===== src/rtl/cu_prefetch_stream_responder_pkg.sv =====
// +----------------------------------------------------------------------------+
// | cu_prefetch_stream_responder_pkg: shared types for the prefetch responder  |
// | Rev 1.0                                                                    |
// +----------------------------------------------------------------------------+
`default_nettype none

package cu_prefetch_stream_responder_pkg;

  localparam int RESPONDER_FIFO_DEPTH    = 16;
  localparam int RESPONDER_ALFULL_MARGIN = 4;

  localparam logic [7:0] PREFETCH_READ_CONTROL_ID = 8'h03;

  typedef enum logic [1:0] {
    RSP_NONE = 2'd0,
    DONE     = 2'd1,
    FAILED   = 2'd2
  } response_t;

  typedef enum logic [1:0] {
    IDLE    = 2'd0,
    WAIT    = 2'd1,
    RESPOND = 2'd2
  } responder_state_t;

  typedef struct packed {
    logic        valid;
    logic [31:0] real_size;
    logic [7:0]  cu_id;
    logic [3:0]  cmd_type;
    logic [63:0] address_offest;
    logic [31:0] array_struct;
    logic [2:0]  abt;
  } CommandBufferLine;

  typedef struct packed {
    logic             valid;
    CommandBufferLine cmd;
    response_t        response;
  } ResponseBufferLine;

  typedef struct packed {
    logic valid;
    logic alfull;
    logic full;
    logic empty;
  } BufferStatus;

endpackage

`default_nettype wire


===== src/rtl/cu_prefetch_stream_responder_if.sv =====
// +----------------------------------------------------------------------------+
// | cu_prefetch_stream_responder_if: command/status/response bundle            |
// | Rev 1.0                                                                    |
// +----------------------------------------------------------------------------+
`default_nettype none

interface cu_prefetch_stream_responder_if;
  import cu_prefetch_stream_responder_pkg::*;

  CommandBufferLine  command_in;
  BufferStatus       command_buffer_status;
  ResponseBufferLine response_out;

  modport master (
    output command_in,
    input  command_buffer_status,
    input  response_out
  );

  modport slave (
    input  command_in,
    output command_buffer_status,
    output response_out
  );
endinterface

`default_nettype wire


===== src/rtl/cu_prefetch_stream_responder_cmd_fifo.sv =====
// +----------------------------------------------------------------------------+
// | cu_prefetch_cmd_fifo: synchronous FIFO, head visible only once written     |
// | Rev 1.0                                                                    |
// +----------------------------------------------------------------------------+
`default_nettype none

module cu_prefetch_cmd_fifo #(
  parameter int DEPTH = 16,
  parameter int WIDTH = 8
) (
  input  wire logic                     clock,
  input  wire logic                     rstn,
  input  wire logic                     push,
  input  wire logic [WIDTH-1:0]         push_data,
  input  wire logic                     pop,
  output logic      [WIDTH-1:0]         pop_data,
  output logic      [$clog2(DEPTH):0]   count,
  output logic                          full,
  output logic                          empty
);

  localparam int AW = $clog2(DEPTH);

  logic [WIDTH-1:0] mem [DEPTH];
  logic [AW-1:0]    wr_ptr;
  logic [AW-1:0]    rd_ptr;
  logic             do_push;
  logic             do_pop;

  assign full     = (count == (AW+1)'(DEPTH));
  assign empty    = (count == '0);
  assign do_push  = push & ~full;
  assign do_pop   = pop & ~empty;
  assign pop_data = mem[rd_ptr];

  always_ff @(posedge clock) begin
    if (do_push) mem[wr_ptr] <= push_data;
  end

  always_ff @(posedge clock or negedge rstn) begin
    if (!rstn) begin
      wr_ptr <= '0;
      rd_ptr <= '0;
      count  <= '0;
    end else begin
      if (do_push) wr_ptr <= wr_ptr + 1'b1;
      if (do_pop)  rd_ptr <= rd_ptr + 1'b1;
      case ({do_push, do_pop})
        2'b10:   count <= count + 1'b1;
        2'b01:   count <= count - 1'b1;
        default: count <= count;
      endcase
    end
  end

endmodule

`default_nettype wire


===== src/rtl/cu_prefetch_stream_responder.sv =====
// +----------------------------------------------------------------------------+
// | cu_prefetch_stream_responder: answers buffered prefetch commands in order  |
// | Rev 1.0                                                                    |
// +----------------------------------------------------------------------------+
`default_nettype none

module cu_prefetch_stream_responder
  import cu_prefetch_stream_responder_pkg::*;
#(
  parameter int         CMD_FIFO_DEPTH  = RESPONDER_FIFO_DEPTH,
  parameter int         ALFULL_MARGIN   = RESPONDER_ALFULL_MARGIN,
  parameter logic [7:0] CU_RESPONDER_ID = PREFETCH_READ_CONTROL_ID
) (
  input  wire logic                   clock,
  input  wire logic                   rstn,
  input  wire logic                   enabled_in,
  input  wire logic [7:0]             response_latency,
  cu_prefetch_stream_responder_if.slave bus,
  output logic      [31:0]            responses_sent,
  output logic                        cmd_dropped
);

  localparam int CW = $clog2(CMD_FIFO_DEPTH) + 1;

  logic             enabled;
  CommandBufferLine cmd_q;
  CommandBufferLine head;
  CommandBufferLine held;
  logic [CW-1:0]    count;
  logic [CW-1:0]    free_entries;
  logic             fifo_full;
  logic             fifo_empty;
  logic             id_match;
  logic             push;
  logic             pop;
  logic             drop;
  logic [7:0]       lat_cnt;
  responder_state_t state;
  BufferStatus      status_r;
  ResponseBufferLine response_r;

  assign id_match     = (cmd_q.cu_id == CU_RESPONDER_ID);
  assign push         = cmd_q.valid & enabled & ~fifo_full & id_match;
  assign drop         = cmd_q.valid & (fifo_full | ~id_match);
  assign pop          = (state == IDLE) & enabled & ~fifo_empty;
  assign free_entries = CW'(CMD_FIFO_DEPTH) - count;

  assign bus.command_buffer_status = status_r;
  assign bus.response_out          = response_r;

  cu_prefetch_cmd_fifo #(
    .DEPTH (CMD_FIFO_DEPTH),
    .WIDTH ($bits(CommandBufferLine))
  ) u_fifo (
    .clock     (clock),
    .rstn      (rstn),
    .push      (push),
    .push_data (cmd_q),
    .pop       (pop),
    .pop_data  (head),
    .count     (count),
    .full      (fifo_full),
    .empty     (fifo_empty)
  );

  always_ff @(posedge clock or negedge rstn) begin
    if (!rstn) begin
      enabled     <= 1'b0;
      cmd_q       <= '0;
      cmd_dropped <= 1'b0;
      status_r    <= '{valid: 1'b0, alfull: 1'b0, full: 1'b0, empty: 1'b1};
    end else begin
      enabled  <= enabled_in;
      cmd_q    <= bus.command_in;
      if (drop) cmd_dropped <= 1'b1;
      status_r <= '{valid:  enabled,
                    alfull: (free_entries <= CW'(ALFULL_MARGIN)),
                    full:   fifo_full,
                    empty:  fifo_empty};
    end
  end

  // WAIT and RESPOND ignore enable so an in-flight command always completes.
  always_ff @(posedge clock or negedge rstn) begin
    if (!rstn) begin
      state          <= IDLE;
      lat_cnt        <= 8'd0;
      held           <= '0;
      response_r     <= '0;
      responses_sent <= 32'd0;
    end else begin
      response_r <= '0;
      case (state)
        IDLE: begin
          if (pop) begin
            held    <= head;
            lat_cnt <= (response_latency == 8'd0) ? 8'd0 : response_latency - 8'd1;
            state   <= WAIT;
          end
        end
        WAIT: begin
          if (lat_cnt == 8'd0) begin
            response_r     <= '{valid: 1'b1, cmd: held, response: DONE};
            responses_sent <= responses_sent + 32'd1;
            state          <= RESPOND;
          end else begin
            lat_cnt <= lat_cnt - 8'd1;
          end
        end
        RESPOND: state <= IDLE;
        default: state <= IDLE;
      endcase
    end
  end

endmodule

`default_nettype wire


===== src/flat_wrapper.sv =====
// flat-port wrapper written by rule: the top's interface ports become plain ports
module cu_prefetch_stream_responder_flat import cu_prefetch_stream_responder_pkg::*;
#(
  parameter int         CMD_FIFO_DEPTH  = RESPONDER_FIFO_DEPTH,
  parameter int         ALFULL_MARGIN   = RESPONDER_ALFULL_MARGIN,
  parameter logic [7:0] CU_RESPONDER_ID = PREFETCH_READ_CONTROL_ID
)
  (clock, rstn, enabled_in, response_latency, responses_sent, cmd_dropped, bus_command_in, bus_command_buffer_status, bus_response_out);
  cu_prefetch_stream_responder_if bus_i ();
  input  wire logic clock;
  input  wire logic rstn;
  input  wire logic enabled_in;
  input  wire logic [7:0] response_latency;
  output logic      [31:0] responses_sent;
  output logic cmd_dropped;
  input wire logic [$bits(bus_i.command_in)-1:0] bus_command_in;
  output wire logic [$bits(bus_i.command_buffer_status)-1:0] bus_command_buffer_status;
  output wire logic [$bits(bus_i.response_out)-1:0] bus_response_out;
  assign bus_i.command_in = bus_command_in;
  assign bus_command_buffer_status = bus_i.command_buffer_status;
  assign bus_response_out = bus_i.response_out;
  cu_prefetch_stream_responder #(.CMD_FIFO_DEPTH(CMD_FIFO_DEPTH), .ALFULL_MARGIN(ALFULL_MARGIN), .CU_RESPONDER_ID(CU_RESPONDER_ID)) u_core (.clock(clock), .rstn(rstn), .enabled_in(enabled_in), .response_latency(response_latency), .bus(bus_i), .responses_sent(responses_sent), .cmd_dropped(cmd_dropped));
endmodule

===== config.mk =====
export PLATFORM = sky130hd
export DESIGN_NAME = cu_prefetch_stream_responder_flat
export DESIGN_NICKNAME = d
export VERILOG_FILES = /design/src/rtl/cu_prefetch_stream_responder_pkg.sv /design/src/rtl/cu_prefetch_stream_responder_if.sv /design/src/rtl/cu_prefetch_stream_responder_cmd_fifo.sv /design/src/rtl/cu_prefetch_stream_responder.sv /design/src/flat_wrapper.sv
export SDC_FILE = /design/constraint.sdc
export NUM_CORES = 2
export LEC_CHECK = 0
export CORE_MARGIN = 5
export CORE_UTILIZATION = 60
export DETAILED_ROUTE_END_ITERATION = 12
export DONT_BUFFER_PORTS = 1
export GPL_TIMING_DRIVEN = 0
export PLACE_DENSITY = 0.86
export SYNTH_ARGS = -nofsm -noshare
export SYNTH_HDL_FRONTEND = slang
export SYNTH_HIERARCHICAL = 1
export SYNTH_SLANG_ARGS = --single-unit

===== constraint.sdc =====
create_clock -name clock -period 17.8 [get_ports clock]
set_input_delay 3.56 -clock clock [delete_from_list [all_inputs] [get_ports clock]]
set_output_delay 3.56 -clock clock [all_outputs]
set_load 0.005 [all_outputs]

==> metrics.txt <==
root buffer cell clkbuf_16; DR top layer met5; ratio of cells with drive above 1 in the final layout 0.220; hold_buf cts 0; synthesis-stage register bit count 2798; Max IR drop VDD 0.0000988 V; pre-CTS WS 12720 ps; vias in the first global route a little over 60k; cell repeated most along the worst path buf_12; critical path depth 13; Die Area 183000 sq um; Area growth, synth to finish 13.8%; synth top area cells edfxtp_1, dfrtp_1, mux4_2; Mean Syn Cell Area 19.6 sq um; CP Launch Type register; failing checks max-slew violations; Setup Buffers After CTS 0; Routed Antenna Nets 0; Die Span Y around 430 microns; crit end category register; final worst setup slack 12700 ps; cell leakage power roughly 0.040 uW; unrepaired setup endpoints after global routing false; clock sinks 2798; area of the core 174000 sq um; worst-case reg-to-reg path depth 13; Hold Path Cell Cnt 1; DR pass1 iterations 9; WL final ~320000 microns; WP data arrival 5720 ps; asr flop ratio synth 0.177; final slew viol count 127; Iter 0 DRT Violations 11.5k; most frequent cells after synthesis edfxtp_1, dfrtp_1, mux2i_1; Die X-Extent 428 microns; Final nets 5956; most frequent cell after synthesis edfxtp_1; Starting Density 0.603; post-CTS resize count 0; total number of vias 61.1k; CTS clk-pin slew, worst paths roughly 60 ps; largest net degree at the start of global routing slightly below 500; Row Count approximately 150; area leader, netlist edfxtp_1; Synth Flop Type edfxtp_1; number of max-cap violations 0; fmax 0.196 GHz; crit-path cells nand2_1 -> nor2_1 -> nand3_1 -> nor2_1 -> and2_1 -> clkbuf_1 -> nand2_1 -> nor2_4 -> buf_12 -> buf_12 -> buf_12 -> buf_12 -> buf_12; min-delay worst type register to register; DRC errors left 0; Port Buffer Count 0; global-route wire length before repair 436000 microns; Mapped Nets 5530; Worst Skew 64.5 ps; YS warnings 6; Slew @ Worst Pin 1790 ps; latest clock arrival within the worst-skew pair between 900 and 1000 ps; Power, Total 14000 uW; met2 WL post-DR 147000 microns; Worst Path Buf+Inv 6; wire length on met1 94600 microns; Mapped Cells ~5.4k; Worst EP required 18420 ps; power density cells 117 nW/um^2; fin crit share 0.286; slowest CP cell nor2_4; initial antenna violation count 77; Post-synth EDFFs roughly 2.3k; sequential element share of the synthesized area 0.778; cts bufs inserted 278; # H-tree levels 5; critical path peak fanout 26; slowest stage delay, CP roughly 800 ps; post-synth cell types 57; maximum buffer depth of the clock tree 4; GRT overflow 0; run status finished with violations; IO Count around 340; fillers 9361; Vias/cell 7.28; Top delay family on crit path simple AND/OR/NAND/NOR gates; CTS tree done; hpwl dp around 170000 microns; WL per Instance between 30 and 40 microns; post-route minimum period 5100 ps; Final Hold Vio Count 0; GP Congestion 0.786; final setup violating endpoints 0; area share of the largest cell type after synthesis 0.660; Tot GR Track Use 0.330; Crit Path Category register to register; Cell Area, Synth roughly 100000 sq um; Slew Limit Headroom -0.195; DR WL met3 44900 microns
## layout by cell type (no fill, tap or decap), types with 19 or more instances in the layout
cell,netlist,final
mux4_2,288,288
clkinv_1,0,24
nor2_1,31,19
clkinv_2,0,35
o21ai_0,281,281
clkbuf_16,0,290
buf_2,83,83
mux2_2,291,291
buf_4,59,66
edfxtp_1,2304,2304
clkbuf_8,0,20
o21ai_1,19,19
xnor2_1,24,24
bufinv_16,0,23
and2_1,147,147
a221oi_1,130,130
clkbuf_1,114,183
a21oi_1,150,150
nand2_1,176,176
a22oi_1,144,144
dfrtp_1,493,493
diode_2,0,74
mux2i_1,435,435
xor2_1,21,21
buf_12,0,67
inv_1,21,21
buf_6,9,67
## flip-flops by register name, summed over array words and instances, names as in the netlist
register,flops
u_core/u_fifo/mem,2304
u_core/bus.response_out,145
u_core/cmd_q,144
u_core/held,144
u_core/responses_sent,32
u_core/lat_cnt,8
u_core/u_fifo/count,5
u_core/bus.command_buffer_status,4
u_core/u_fifo/rd_ptr,4
u_core/u_fifo/wr_ptr,4
u_core/state,2
u_core/cmd_dropped,1
u_core/enabled,1
## metrics by stage
stage | TNS (ps) | hold slack [ps] | util | instance area (sq um) | std cells
global route | 0 | 491 | 0.686 | 119000 | 8361
finish | 0 | 477 | 0.687 | 119000 | 8390
detailed placement | 0 | 411 | 0.634 | 110000 | 7831
floorplan | 0 | 366 | - | 105000 | 5360
global placement | -3303200 | 408 | 0.620 | 108000 | 7685
CTS | 0 | 460 | 0.686 | 119000 | 8316
## metal layers
metal | GRT usage | vias to the layer above
met3 | 0.0978 | 1801
met5 | 0 | -
met4 | 0.244 | 22
met2 | 0.511 | 6904
met1 | 0.398 | 30100
li1 | - | 22300
## worst reg2reg max path, delay by kind of cell, from the launching register on
family / cells / cell delay, ps
simple gates: 7 / 2320
flops: 1 / 680
buf+inv: 6 / 1760
## report_power, final
part           total, uW  leakage (uW)  internal [uW]  switching [uW]
logic                580       0.00824            274             307
registers           7460        0.0271           7260             201
clock network       5950       0.00435           3410            2540
## layout make-up
class / instances / area [sq um] / share of cell area
inverter: 21 / 78.8 / 0.000660
antenna: 74 / 185 / 0.00155
multi-input combinational: 2257 / 21900 / 0.183
sequential: 2798 / 81500 / 0.683
clock buffer: 382 / 7800 / 0.0654
tap: 2325 / 2910 / 0.0244
buffer: 284 / 1480 / 0.0124
clock inverter: 103 / 1130 / 0.00950
timing repair buffer: 146 / 2360 / 0.0198
## path summary, 6_finish.rpt
check	from	to	slack [ps]
max in group asynchronous	rstn	u_core/cmd_q[70]	14070
max reg2reg	u_core/cmd_q[103]	u_core/u_fifo/mem[4][49]	12700
min in group asynchronous	rstn	u_core/cmd_q[107]	2360
min reg2reg	u_core/held[86]	u_core/bus.response_out[88]	480
min	u_core/held[86]	u_core/bus.response_out[88]	480
max	u_core/cmd_q[103]	u_core/u_fifo/mem[4][49]	12700
## cells by family after synthesis
kind of cell | synth area share
buffers and inverters | 0.0148
adders and majority gates | 0.00186
and+or+nand+nor | 0.0214
AOI/OAI and AO/OA | 0.0458
DFF | 0.778
muxes | 0.135
other | 0.0000358
xor gates and xnor gates | 0.00376
Power figures use the tool's default switching activity.
